### src/rtl/fifo_pkg.sv
// Shared constants and helpers for the parametrised synchronous FIFO.
// Widths are derived per instance from DEPTH via clog2.
package fifo_pkg;

   typedef enum logic {
      MODE_REG  = 1'b0,
      MODE_FWFT = 1'b1
   } rd_mode_e;

   function automatic int unsigned clog2(input int unsigned v);
      int unsigned r;
      r = 0;
      for (int unsigned p = 1; p < v; p = p << 1) begin
         r++;
      end
      return r;
   endfunction

   function automatic bit is_pow2(input int unsigned v);
      return (v >= 2) && ((v & (v - 1)) == 0);
   endfunction

   localparam int unsigned DEF_DEPTH  = 4;
   localparam int unsigned DEF_ADDR_W = clog2(DEF_DEPTH);
   localparam int unsigned DEF_PTR_W  = DEF_ADDR_W + 1;
   localparam int unsigned DEF_CNT_W  = DEF_ADDR_W + 1;

endpackage

### src/rtl/fifo_mem.sv
// DEPTH x DATA_W register array: one synchronous write port, one
// asynchronous read port. Contents are not reset.
module fifo_mem
   import fifo_pkg::*;
#(
   parameter int unsigned DATA_W = 8,
   parameter int unsigned DEPTH  = 4
) (
   input  logic                       clk_i,
   input  logic                       we_i,
   input  logic [clog2(DEPTH)-1:0]    waddr_i,
   input  logic [DATA_W-1:0]          wdata_i,
   input  logic [clog2(DEPTH)-1:0]    raddr_i,
   output logic [DATA_W-1:0]          rdata_o
);

   logic [DATA_W-1:0] mem_q [DEPTH];

   always_ff @(posedge clk_i) begin
      if (we_i) begin
         mem_q[waddr_i] <= wdata_i;
      end
   end

   assign rdata_o = mem_q[raddr_i];

endmodule

### src/rtl/fifo_sync_param.sv
// Parametrised single-clock FIFO control: pointers, occupancy, threshold
// flags, sticky error bits and registered or fall-through read path.
module fifo_sync_param
   import fifo_pkg::*;
#(
   parameter int unsigned DATA_W   = 8,
   parameter int unsigned DEPTH    = 4,
   parameter int unsigned AF_LEVEL = DEPTH - 1,
   parameter int unsigned AE_LEVEL = 1,
   parameter int unsigned FWFT     = 0
) (
   input  logic                    clock,
   input  logic                    reset,
   input  logic                    wr_en,
   input  logic [DATA_W-1:0]       wr_data,
   input  logic                    rd_en,
   output logic [DATA_W-1:0]       rd_data,
   output logic                    rd_valid,
   output logic                    full,
   output logic                    empty,
   output logic                    almost_full,
   output logic                    almost_empty,
   output logic [clog2(DEPTH):0]   count,
   output logic                    overflow,
   output logic                    underflow,
   input  logic                    clear_err
);

   localparam int unsigned ADDR_W = clog2(DEPTH);
   localparam int unsigned PTR_W  = ADDR_W + 1;
   localparam rd_mode_e    MODE   = (FWFT != 0) ? MODE_FWFT : MODE_REG;
   localparam logic [PTR_W-1:0] AF_TH = PTR_W'(AF_LEVEL);
   localparam logic [PTR_W-1:0] AE_TH = PTR_W'(AE_LEVEL);

   if (!is_pow2(DEPTH)) begin : g_bad_depth
      $error("fifo_sync_param: DEPTH must be a power of two >= 2");
   end
   if (AF_LEVEL > DEPTH) begin : g_bad_af
      $error("fifo_sync_param: AF_LEVEL must not exceed DEPTH");
   end
   if (AE_LEVEL >= DEPTH) begin : g_bad_ae
      $error("fifo_sync_param: AE_LEVEL must be below DEPTH");
   end
   if (DATA_W < 1) begin : g_bad_width
      $error("fifo_sync_param: DATA_W must be at least 1");
   end

   logic [PTR_W-1:0]  wr_ptr_q, wr_ptr_d;
   logic [PTR_W-1:0]  rd_ptr_q, rd_ptr_d;
   logic [PTR_W-1:0]  cnt_q, cnt_d;
   logic              ovf_q, ovf_d;
   logic              unf_q, unf_d;
   logic [DATA_W-1:0] rdata_q, rdata_d;
   logic              rvalid_q, rvalid_d;

   logic              full_s, empty_s;
   logic              wr_acc, rd_acc;
   logic [DATA_W-1:0] mem_rdata;

   fifo_mem #(
      .DATA_W (DATA_W),
      .DEPTH  (DEPTH)
   ) u_mem (
      .clk_i   (clock),
      .we_i    (wr_acc),
      .waddr_i (wr_ptr_q[ADDR_W-1:0]),
      .wdata_i (wr_data),
      .raddr_i (rd_ptr_q[ADDR_W-1:0]),
      .rdata_o (mem_rdata)
   );

   // A read frees a slot in the same edge, so a full FIFO still takes a write.
   always_comb begin
      full_s  = (wr_ptr_q[ADDR_W] != rd_ptr_q[ADDR_W]) &&
                (wr_ptr_q[ADDR_W-1:0] == rd_ptr_q[ADDR_W-1:0]);
      empty_s = (wr_ptr_q == rd_ptr_q);
      rd_acc  = rd_en & ~empty_s;
      wr_acc  = wr_en & (~full_s | rd_acc);
   end

   always_comb begin
      wr_ptr_d = wr_ptr_q;
      rd_ptr_d = rd_ptr_q;
      cnt_d    = cnt_q;
      if (wr_acc) begin
         wr_ptr_d = wr_ptr_q + PTR_W'(1);
      end
      if (rd_acc) begin
         rd_ptr_d = rd_ptr_q + PTR_W'(1);
      end
      case ({wr_acc, rd_acc})
         2'b10:   cnt_d = cnt_q + PTR_W'(1);
         2'b01:   cnt_d = cnt_q - PTR_W'(1);
         default: cnt_d = cnt_q;
      endcase

      // A new error in the same cycle as clear_err keeps the flag set.
      ovf_d = (wr_en & ~wr_acc) ? 1'b1 : (clear_err ? 1'b0 : ovf_q);
      unf_d = (rd_en & ~rd_acc) ? 1'b1 : (clear_err ? 1'b0 : unf_q);

      rdata_d  = rdata_q;
      rvalid_d = 1'b0;
      if ((MODE == MODE_REG) && rd_acc) begin
         rdata_d  = mem_rdata;
         rvalid_d = 1'b1;
      end
   end

   always_ff @(posedge clock) begin
      if (reset) begin
         wr_ptr_q <= '0;
         rd_ptr_q <= '0;
         cnt_q    <= '0;
         ovf_q    <= 1'b0;
         unf_q    <= 1'b0;
         rdata_q  <= '0;
         rvalid_q <= 1'b0;
      end else begin
         wr_ptr_q <= wr_ptr_d;
         rd_ptr_q <= rd_ptr_d;
         cnt_q    <= cnt_d;
         ovf_q    <= ovf_d;
         unf_q    <= unf_d;
         rdata_q  <= rdata_d;
         rvalid_q <= rvalid_d;
      end
   end

   always_comb begin
      full         = full_s;
      empty        = empty_s;
      almost_full  = (cnt_q >= AF_TH);
      almost_empty = (cnt_q <= AE_TH);
      count        = cnt_q;
      overflow     = ovf_q;
      underflow    = unf_q;
      if (MODE == MODE_FWFT) begin
         rd_valid = ~empty_s;
         rd_data  = empty_s ? '0 : mem_rdata;
      end else begin
         rd_valid = rvalid_q;
         rd_data  = rdata_q;
      end
   end

endmodule
### config.mk
export PLATFORM = sky130hd
export DESIGN_NAME = fifo_sync_param
export DESIGN_NICKNAME = d
export VERILOG_FILES = /design/src/rtl/fifo_pkg.sv /design/src/rtl/fifo_mem.sv /design/src/rtl/fifo_sync_param.sv
export SDC_FILE = /design/constraint.sdc
export NUM_CORES = 1
export LEC_CHECK = 0
export BUFFER_PORTS_ARGS = -buffer_cell sky130_fd_sc_hd__buf_2
export CAP_MARGIN = 20
export CORE_MARGIN = 2
export CORE_UTILIZATION = 56
export DETAILED_ROUTE_END_ITERATION = 12
export GPL_TIMING_DRIVEN = 0
export HOLD_SLACK_MARGIN = 0.1
export PLACE_DENSITY = 0.78
export SYNTH_ARGS = -nofsm -noshare
export SYNTH_HDL_FRONTEND = slang
export SYNTH_SLANG_ARGS = --single-unit
### constraint.sdc
create_clock -name clock -period 2.63 [get_ports clock]
set_clock_uncertainty 0.1 [all_clocks]
set_input_delay 0.526 -clock clock [delete_from_list [all_inputs] [get_ports clock]]
set_output_delay 0.526 -clock clock [all_outputs]
set_load 0.01 [all_outputs]
### Word level (Yosys, flattened, before mapping)

Memories as Yosys holds them, arrays and structs flattened. A register that Yosys moved wholly into a read port is not among the register bits.
Cells that the tools add are included.

| storage, ports and cells | value |
|---|---|
| register bits | 12 |
| RAM bits | 32 |
| input port bits | 13 |
| memories kept | 1 |

| operators by class | value |
|---|---|
| add/subtract/negate cells | 4 |
| order comparisons | 2 |
| eq/ne operators | 5 |
| mux-type cells | 7 |
| bitwise operators | 9 |
| reductions and logical operators | 4 |

Memory list:

| memory | depth | bits a word | read ports | clocked after memory_dff | wr ports | RTL line | RTL |
|---|---|---|---|---|---|---|---|
| u_mem.mem_q | 4 | 8 | 1 | 1 | 1 | fifo_mem.sv:17 | `logic [DATA_W-1:0] mem_q [DEPTH];` |

Operators by type and width:

| operator | number |
|---|---|
| $add A3 B1 Y3 const B | 3 |
| $mux W1 | 6 |
| $pmux W3 S2 | 1 |
| $reduce_bool A2 Y1 | 3 |
| $and A1 B1 Y1 | 4 |
| $not A1 Y1 | 4 |
| $eq A3 B3 Y1 | 1 |
| $ge A3 B2 Y1 const B | 1 |
| $le A3 B1 Y1 const B | 1 |
| $sub A3 B1 Y3 const B | 1 |
| $eq A2 B1 Y1 const B | 1 |
| $eq A2 B2 Y1 | 1 |
| $eq A2 B2 Y1 const B | 1 |
| $logic_and A1 B1 Y1 | 1 |
| $ne A1 B1 Y1 | 1 |
| $or A1 B1 Y1 | 1 |

### Logic depth before layout (Yosys ltp)

Gate-level depths: netlist (run 1).

| depth | value |
|---|---|
| word-level depth | 8 |
| mapped depth | 10 |
| mapped depth without buffers | 9 |

### Modules after synthesis

From an unflattened synthesis (run 1), not the netlist that was laid out.

| second synthesis, totals | value |
|---|---|
| cell total of the unflattened synthesis | 171 |
| area, all modules | 2253.4 um^2 |

By module, submodules not included:

| module | times used | cells each | area each (um^2) | sequential area each (um^2) |
|---|---|---|---|---|
| fifo_mem | 1 | 46 | 1188.6 | 960.9 |
| fifo_sync_param | 1 | 125 | 1064.8 | 400.4 |

### Worst setup path before layout (run 1)

Ideal clock, no wire load.

| timing | value |
|---|---|
| path kind | flip-flop to flip-flop |
| start point | register rd_ptr_q[1] |
| end point | register cnt_q[2] (netlist: count[2]) |
| library setup time | 0.132 ns |
| data arrival time | 1.797 ns |
| path slack | 0.601 ns |
| stages on the path, launching flop included | 9 |
| buffers on the path | 2 |
| period minus slack after synthesis | 2.029 ns |
| cells stage by stage | dfxtp_1 -> buf_6 -> xor2_4 -> o31ai_4 -> buf_8 -> inv_1 -> ha_1 -> o21ai_0 -> a21oi_1 |

| on the way | value |
|---|---|
| cells in the longest elaborated chain, start to end | 7 |
| elaborated cells on any way between the ends | 12 |
| classes of those cells | eq/ne: 4; mux: 1; bitwise: 5; reduce/logical: 2 |

Ends and longest elaborated chain:

| what | RTL line | RTL |
|---|---|---|
| from (decl) | fifo_sync_param.sv:49 | `logic [PTR_W-1:0] rd_ptr_q, rd_ptr_d;` |
| from (signal assigned) | fifo_sync_param.sv:120 | `rd_ptr_q <= rd_ptr_d;` |
| $eq A3 B3 Y1 (*) | fifo_sync_param.sv:76 | `empty_s = (wr_ptr_q == rd_ptr_q);` |
| $not A1 Y1 (*) | fifo_sync_param.sv:77 | `rd_acc = rd_en & ~empty_s;` |
| $and A1 B1 Y1 (*) | fifo_sync_param.sv:77 |  |
| named net rd_acc | fifo_sync_param.sv:57 | `logic wr_acc, rd_acc;` |
| $or A1 B1 Y1 | fifo_sync_param.sv:78 | `wr_acc = wr_en & (~full_s \| rd_acc);` |
| $and A1 B1 Y1 | fifo_sync_param.sv:78 |  |
| $eq A2 B1 Y1 or $eq A2 B2 Y1 (tied branches) | fifo_sync_param.sv:91 | `case ({wr_acc, rd_acc})` |
| $pmux W3 S2 or $reduce_bool A2 Y1 (tied branches) | -- |  |
| to (signal assigned) | fifo_sync_param.sv:121 | `cnt_q <= cnt_d;` |
| to (decl) | fifo_sync_param.sv:50 | `logic [PTR_W-1:0] cnt_q, cnt_d;` |

Mark *: on every way through the listed nets, which the timed path passes. The rest lies on a longest branch.
A chain may end at the register's enable or synchronous reset.

### Final worst setup path (run 1)

Ends and elaborated chain as after synthesis.

==> results by group, run 1 <==
Outcome
  – Outcome: finished, final reports clean

Floorplan
  – Starting Density: 59.32%
  – Core Footprint: 3744 sq um
  – Ports: 31
  – Die Height: 66.98 um
  – DIE AREA: 4486 sq um
  – Std cell rows: 22
  – Die width: 66.98 um

Flow run
  – Max_cap viols: 0

STA
  – Fmax: 442.5 MHz
  – Final Hold Vio Count: 0
  – Slew at the pin closest to its max-slew limit: 0.5847 ns
  – RSZ-0062 raised after global routing: no
  – Final Setup Violations: 0
  – Final Slew Violations: 0
  – Tcrit/Tclk final: 85.92%
  – Min Tclk post-route: 2.260 ns
  – Hold WS: 0.3284 ns
  – Slew HR: 61.02%
  – Final setup TNS: 0 ns

Place
  – I/O Buffers: 29
  – Post-DP HPWL: 2.551 mm
  – Final Wtd Congestion: 0.7327
  – Placed cells: 226

Clock network
  – CTS max path bufs: 2
  – Clk_lat worst skew: 0.30 ns
  – # hold bufs at CTS: 0
  – TritonCTS Sinks: 52
  – CTS resizes: 0
  – CTS buffer count: 5
  – Root buf cell: clkbuf_8
  – CTS tree: yes
  – H-tree levels: 2
  – Clock slew at reported path FFs: 0.09 ns
  – Setup Buffers After CTS: 0

Logic synthesis
  – Syn_nets: 172
  – Post-Syn Area: 2221 sq um
  – Number of synthesized register bits: 52
  – Area leader, netlist: edfxtp_1
  – Post-synth top area share: 43.27%
  – Mapped Avg Cell Area: 14.91 sq um
  – Dominant cells by area after synthesis: edfxtp_1 43%, dfxtp_1 18%, mux4_2 7.1%
  – Synth unique cells: 29
  – Sequential-to-total area share from yosys stat: 61.30%
  – Synth warnings: 0
  – Syn Inst Count: 149

Setup path
  – R2R depth: 8
  – Crit path capture type: flop
  – Crit path arrival time: 2.33 ns
  – Critical path class: flop to flop
  – CP Launch Type: flop
  – WP data required: 2.70 ns
  – CP Max Fanout: 10

GRT
  – Largest net degree at the start of global routing: 18
  – Initial antenna violation count: 0
  – First-pass GRT wire length: 5.989 mm
  – Gr ovfl total: 0
  – Vias in the first global route: 1284
  – All-Layer GR Usage: 19.51%

Final layout
  – Commonest non-fill, non-tap cell in the layout: edfxtp_1
  – Final std cells w/o fill: 234
  – Nets: 208
  – Multi-input logic area: 780.7 sq um
  – Fillcell total: 286
  – Diode count: 0
  – Layout cells sized above 1: 28.49%
  – Register area: 1361 sq um
  – Area Growth Syn to Fin: 13.30%
  – Most frequent cells in the layout: 32 x edfxtp_1, 29 x buf_2, 20 x nor2_1, 20 x dfxtp_1

Pwr
  – P_int: 1.377 mW
  – Combinational Power Share: 26.6%
  – Share of total power in the clock network: 22.9%
  – Leak: 1.030 nW
  – Pwr dens: 778.5 nW/um^2
  – Reg power frac: 50.5%
  – Net Sw Power: 0.5819 mW
  – Switching part of the total: 29.71%
  – Peak supply drop: 0.4696 mV

Drt
  – First-iteration detailed-routing DRC count: 42
  – Antenna-violating nets left: 0
  – Total routed wirelength: 3.622 mm
  – Post-route DRC: 0
  – Vias per inst: 5.231
  – Vias: 1224
  – DR pass1 iterations: 3
  – WL/cell: 15.48 um

Hold path
  – Tightest Hold Check Type: input port to flop
  – Hold path cells: 1
## cell families after synthesis
logic type | Yosys count | synth area share, %
AOI/OAI and AO/OA | 12 | 4.113
muxes | 18 | 12.79
and+or+nand+nor | 34 | 7.380
xor gates and xnor gates | 9 | 5.239
adders and majority gates | 10 | 5.634
buffers and inverters | 14 | 3.549
DFF | 52 | 61.30
## flip-flops by register name, indices dropped and copies added (netlist names)
register	count
rd_valid	1
u_mem.mem_q	32
rd_ptr_q	3
underflow	1
rd_data	8
count	3
wr_ptr_q	3
overflow	1
## synthesized netlist by cell type (all sizes together)
library cell  number
edfxtp            32
dfxtp             20
nor2              20
ha                10
mux2i             10
inv                9
mux4               8
xor2               7
a21oi              5
and2               4
nor2b              4
buf                3
o21ai              3
clkbuf             2
nor3               2
xnor2              2
a211oi             1
nand2              1
nand2b             1
nor4               1
o22ai              1
o31ai              1
o41ai              1
or3                1
## power by group through the flow
stage | logic, mW | registers [mW] | clock network [mW]
after global routing | 0.588 | 0.997 | 0.501
after global placement | 0.510 | 1.00 | 0
after CTS | 0.531 | 0.989 | 0.464
after detailed placement | 0.530 | 1.01 | 0
final | 0.522 | 0.989 | 0.448
after floorplan | 0.366 | 1.02 | 0
## per-stage QoR
| step | power [mW] | instance area, sq um | utilization (%) | worst slack [ns] |
|---|---|---|---|---|
| finish | 1.959 | 2516 | 67.21 | 0.3703 |
| floorplan | 1.385 | 2221 | - | 0.6006 |
| global route | 2.086 | 2516 | 67.21 | 0.2355 |
| global placement | 1.510 | 2426 | 64.81 | 0.4234 |
| detailed placement | 1.538 | 2426 | 64.81 | 0.3630 |
| CTS | 1.984 | 2516 | 67.21 | 0.3452 |
## routing by layer
layer / vias up / track usage, % / part of all wire [%] / routed length, um
li1: 600 / - / - / -
met5: - / 0 / 0 / 0
met4: 0 / 8.418 / 2.0 / 72
met2: 26 / 34.00 / 52 / 1887
met3: 6 / 5.068 / 4.1 / 147
met1: 592 / 22.62 / 42 / 1515
## worst max-delay path, stage by stage, from the launching register on
cell,delay (ns)
dfxtp_1,0.33
buf_6,0.16
xor2_4,0.21
o31ai_4,0.43
buf_8,0.21
inv_1,0.05
ha_1,0.35
o21ai_0,0.18
a21oi_1,0.09
## final timing paths
path,from,to,slack [ns]
max,rd_ptr_q[1]$_SDFFE_PP0P_,count[2]$_SDFFE_PP0P_,0.37
min,wr_data[1],u_mem.mem_q[2][1]$_DFFE_PP_,0.33
max reg2reg,rd_ptr_q[1]$_SDFFE_PP0P_,count[2]$_SDFFE_PP0P_,0.37
min reg2reg,rd_data[5]$_SDFFE_PP0P_,rd_data[5]$_SDFFE_PP0P_,0.39
## area by class of cell
| class | instances | share of cell area (%) |
|---|---|---|
| sequential | 52 | 54.10 |
| multi-input combinational | 83 | 31.03 |
| timing repair buffer | 29 | 5.768 |
| clock buffer | 5 | 2.735 |
| tap | 48 | 2.387 |
| buffer | 5 | 1.790 |
| inverter | 9 | 1.343 |
| clock inverter | 3 | 0.8454 |
Note: power is estimated with default switching activity, not from simulation.
==> run 2, diff against run 1 <==
Settings changed: CORE_UTILIZATION 56 to 55, PLACE_DENSITY 0.78 to 0.77.
==> results by group, run 2 (synthesis results as in run 1) <==
Outcome
  – Outcome: finished, final reports clean

Hold path
  – Tightest Hold Check Type: input port to flop
  – Hold path cells: 1

Drt
  – Vias per inst: 5.199
  – Antenna-violating nets left: 0
  – Total routed wirelength: 3.596 mm
  – Post-route DRC: 0
  – Routed met1 length: 1.458 mm
  – Metal3 WL: 152 um
  – WL/cell: 15.24 um
  – Met2 routed WL: 1.928 mm
  – DR pass1 iterations: 4
  – Vias: 1227
  – Top Layer Used: met4
  – First-iteration detailed-routing DRC count: 27

Floorplan
  – Starting Density: 56.33%
  – Core Footprint: 3943 sq um
  – Ports: 31
  – Die Height: 67.55 um
  – Die width: 67.55 um
  – Std cell rows: 23
  – DIE AREA: 4562 sq um

Clock network
  – H-tree levels: 2
  – CTS max path bufs: 2
  – CTS buffer count: 5
  – # hold bufs at CTS: 0
  – Clk_lat worst skew: 0.30 ns
  – CTS tree: yes
  – Root buf cell: clkbuf_8
  – Setup Buffers After CTS: 0
  – TritonCTS Sinks: 52
  – Clock slew at reported path FFs: 0.09 ns
  – CTS resizes: 0

Setup path
  – Crit path capture type: flop
  – Critical path class: flop to flop
  – Top delay family on crit path: compound AO/OA/AOI/OAI gates
  – FF-to-FF setup slack: 0.40 ns
  – CP max stage delay: 0.41 ns
  – CP Max Fanout: 10
  – CP Launch Type: flop
  – Slowest cell on the critical path: o31ai_4
  – WP data required: 2.71 ns
  – RR Endpoint: count[2]$_SDFFE_PP0P_
  – WP buf/inv: 3
  – Critical Path Sink: count[2]$_SDFFE_PP0P_
  – R2R depth: 8
  – Worst r2r src: rd_ptr_q[1]$_SDFFE_PP0P_
  – Crit path arrival time: 2.31 ns
  – Origin of the worst setup path: rd_ptr_q[1]$_SDFFE_PP0P_
  – Total stage count of the critical path: 8
  – Crit path cell chain: buf_6 > xor2_4 > o31ai_4 > buf_8 > inv_1 > ha_1 > o21ai_0 > a21oi_1

STA
  – Fmax: 447.4 MHz
  – Min Tclk post-route: 2.235 ns
  – Hold WS: 0.3304 ns
  – Final setup TNS: 0 ns
  – Final Setup Violations: 0
  – Tcrit/Tclk final: 84.98%
  – Final Slew Violations: 0
  – Slew at the pin closest to its max-slew limit: 0.4883 ns
  – Final Hold Vio Count: 0
  – Slew HR: 67.45%
  – RSZ-0062 raised after global routing: no

Place
  – Post-DP HPWL: 2.539 mm
  – Final Wtd Congestion: 0.7438
  – I/O Buffers: 29

GRT
  – Largest net degree at the start of global routing: 18
  – Gr ovfl total: 0
  – First-pass GRT wire length: 5.492 mm
  – All-Layer GR Usage: 17.58%
  – Vias in the first global route: 1131
  – Initial antenna violation count: 0

Pwr
  – Leak: 1.054 nW
  – Peak supply drop: 0.4258 mV
  – Pwr dens: 837.8 nW/um^2

Flow run
  – Max_cap viols: 0

Final layout
  – Diode count: 0
  – Commonest non-fill, non-tap cell in the layout: edfxtp_1
  – Largest reg by FF count: u_mem.mem_q
  – Area Growth Syn to Fin: 15.55%
  – Most frequent cells in the layout: 32 x edfxtp_1, 29 x buf_2, 20 x nor2_1, 20 x dfxtp_1
  – Nets: 208
  – Largest register FFs: 32
  – Layout cells sized above 1: 28.49%
[run 2: final cells by class]
type,count,area (sq um)
Buffer,5,45.04
Clock buffer,5,68.82
Clock inverter,3,68.82
Fill cell,288,1376
Inverter,9,33.78
Multi-Input combinational cell,83,780.7
Sequential cell,52,1361
Tap cell,50,62.56
Timing Repair Buffer,29,145.1
[run 2: worst min path at each step]
stage | from | end | slack, ns
global placement | rd_data[0]$_SDFFE_PP0P_ | rd_data[0]$_SDFFE_PP0P_ | 0.37
CTS | wr_data[1] | u_mem.mem_q[3][1]$_DFFE_PP_ | 0.33
detailed placement | rd_data[0]$_SDFFE_PP0P_ | rd_data[0]$_SDFFE_PP0P_ | 0.39
finish | wr_data[1] | u_mem.mem_q[0][1]$_DFFE_PP_ | 0.33
floorplan | rd_ptr_q[2]$_SDFFE_PP0P_ | rd_ptr_q[2]$_SDFFE_PP0P_ | 0.40
global route | wr_data[1] | u_mem.mem_q[3][1]$_DFFE_PP_ | 0.32
[run 2: through the flow]
stage               instances  total power [mW]  utilization (%)  worst slack (ns)  instance area (sq um)
global route              236             2.256            65.09            0.2341                   2566
floorplan                 149             1.385                -            0.6006                   2221
detailed placement        228             1.535            61.60            0.3938                   2429
finish                    236             2.150            65.09            0.3951                   2566
CTS                       236             2.166            65.09            0.3786                   2566
global placement          228             1.509            61.60            0.4186                   2429
[run 2: report_power, final]
part           total [mW]  switching (mW)  internal, mW
registers           0.987          0.0461         0.941
clock network       0.642           0.259         0.383
logic               0.521           0.274         0.247
[run 2: routing by layer]
| metal | track usage [%] | vias up |
|---|---|---|
| li1 | - | 603 |
| met1 | 21.20 | 590 |
| met2 | 30.39 | 28 |
| met3 | 4.667 | 6 |
| met4 | 6.122 | 0 |
| met5 | 0 | - |
==> run 3, diff against run 2 <==
Settings changed: CORE_UTILIZATION 55 to 50, PLACE_DENSITY 0.77 to 0.74.
Clock period 2.63 ns to 1.8 ns, I/O delays scaled along.
==> results by group, run 3 (synthesis results as in run 1) <==
Final layout
  – Diode count: 0
  – Largest reg by FF count: u_mem.mem_q
  – Fillcell total: 319
  – Finished Cell Area: 2704 sq um
  – Nets: 215
  – Most frequent cells in the layout: 32 x edfxtp_1, 29 x buf_2, 19 x nor2_1, 11 x dfxtp_1, 10 x mux2i_1
  – Multi-input logic area: 867.1 sq um
  – Register area: 1385 sq um
  – Layout cells sized above 1: 44.56%
  – Largest register FFs: 32
  – Area Growth Syn to Fin: 21.75%
  – Commonest non-fill, non-tap cell in the layout: edfxtp_1

Drt
  – Post-route DRC: 0
  – WL/cell: 15.59 um
  – DR pass1 iterations: 4
  – Antenna-violating nets left: 0
  – Vias: 1274
  – Vias per inst: 5.200
  – Total routed wirelength: 3.820 mm
  – First-iteration detailed-routing DRC count: 47

Clock network
  – CTS max path bufs: 2
  – Root buf cell: clkbuf_8
  – TritonCTS Sinks: 52
  – CTS buffer count: 5
  – CTS tree: yes
  – Clock slew at reported path FFs: 0.09 ns
  – H-tree levels: 2
  – Clk_lat worst skew: 0.31 ns

GRT
  – Initial antenna violation count: 0
  – All-Layer GR Usage: 16.54%
  – First-pass GRT wire length: 6.203 mm
  – Vias in the first global route: 1327
  – Gr ovfl total: 0
  – Largest net degree at the start of global routing: 17

STA
  – RSZ-0062 raised after global routing: yes
  – Final Hold Vio Count: 0
  – Final Slew Violations: 0
  – Fmax: 563.3 MHz
  – Final Setup Violations: 0
  – Min Tclk post-route: 1.775 ns
  – Slew HR: 63.85%
  – Slew at the pin closest to its max-slew limit: 0.5422 ns
  – Tcrit/Tclk final: 98.63%
  – Final setup TNS: 0 ns

Floorplan
  – Die width: 70.65 um
  – Ports: 31
  – DIE AREA: 4991 sq um
  – Core Footprint: 4324 sq um
  – Die Height: 70.65 um
  – Std cell rows: 24
  – Starting Density: 51.36%

Flow run
  – Max_cap viols: 0

Setup path
  – CP Max Fanout: 4
  – CP Launch Type: flop
  – FF-to-FF setup slack: 0.02 ns
  – Critical path class: flop to flop
  – R2R depth: 8
  – RR Endpoint: count[2]$_SDFFE_PP0P_
  – Worst r2r src: rd_ptr_q[2]$_SDFFE_PP0P_
  – Crit path arrival time: 1.86 ns
  – WP data required: 1.88 ns
  – Crit path capture type: flop

Hold path
  – Tightest Hold Check Type: input port to flop
  – Hold Crit Start: wr_data[7]
  – Hold path cells: 1
  – WHS Endpoint: u_mem.mem_q[0][7]$_DFFE_PP_

Place
  – I/O Buffers: 29
  – Post-DP HPWL: 2.629 mm
  – Area after DPL: 2456 sq um
  – Final Wtd Congestion: 0.7588

Outcome
  – Outcome: finished, final reports clean

Pwr
  – Pwr dens: 1164 nW/um^2
  – Peak supply drop: 0.9485 mV
  – Leak: 1.083 nW
==> run 3: layer usage <==
| metal | vias to the layer above | share of wire [%] | GRT usage, % |
|---|---|---|---|
| li1 | 614 | - | - |
| met2 | 25 | 54 | 30.40 |
| met5 | - | 0 | 0 |
| met3 | 10 | 3.8 | 4.558 |
| met1 | 625 | 39 | 17.71 |
| met4 | 0 | 2.7 | 7.338 |
==> run 3: final cells by class <==
cell class | count | area share, %
flip-flops and latches | 52 | 51.23
multi-input cells | 83 | 32.07
repair buffers | 38 | 8.006
clock buffers | 6 | 2.684
well taps | 52 | 2.406
clock inverters | 2 | 1.435
inverters | 9 | 1.342
plain buffers | 3 | 0.8329
==> run 3: repair_timing <==
item,CTS,global route
hold buffers,0,0
setup buffers,7,2
endpoints found under the hold margin,0,0
setup endpoints to repair,40,46
pin swaps,3,11
gates resized for setup,18,16
==> run 3: worst max path at each step <==
stage	startpoint	to	slack, ns	depth (start not counted)
2_1_floorplan	rd_ptr_q[0]$_SDFFE_PP0P_	count[2]$_SDFFE_PP0P_	-0.12	9
3_3_place_gp	rd_ptr_q[0]$_SDFFE_PP0P_	count[0]$_SDFFE_PP0P_	-0.28	8
3_5_place_dp	rd_ptr_q[0]$_SDFFE_PP0P_	count[2]$_SDFFE_PP0P_	-0.31	9
4_1_cts	rd_ptr_q[1]$_SDFFE_PP0P_	empty	-0.04	4
5_1_grt	rd_ptr_q[1]$_SDFFE_PP0P_	count[2]$_SDFFE_PP0P_	-0.06	8
6_report	rd_ptr_q[2]$_SDFFE_PP0P_	count[2]$_SDFFE_PP0P_	0.02	8
==> run 3: power breakdown <==
group / switching [mW] / internal (mW)
registers: 0.0820 / 1.39
logic: 0.443 / 0.438
clock network: 0.377 / 0.420
==> run 3: worst max-delay path, cell delays in order, from the launching register on <==
cell and delay (ns):
dfxtp_4 0.38, xor2_2 0.21, o31ai_4 0.32, buf_8 0.14, inv_4 0.03, ha_4 0.16, nor2b_4 0.12, o21ai_1 0.12
a21oi_1 0.07
==> run 3: per-stage QoR <==
step	hold slack [ns]	std cells	total power, mW	util (%)	setup slack, ns
3_5_place_dp	0.3796	230	2.289	56.80	-0.3078
6_report	0.1592	245	3.146	62.53	0.02466
3_3_place_gp	0.3683	230	2.240	56.80	-0.2816
5_1_grt	0.1490	245	3.315	62.53	-0.06394
2_1_floorplan	0.3589	149	2.058	-	-0.1239
4_1_cts	0.1523	245	3.182	61.72	-0.03964
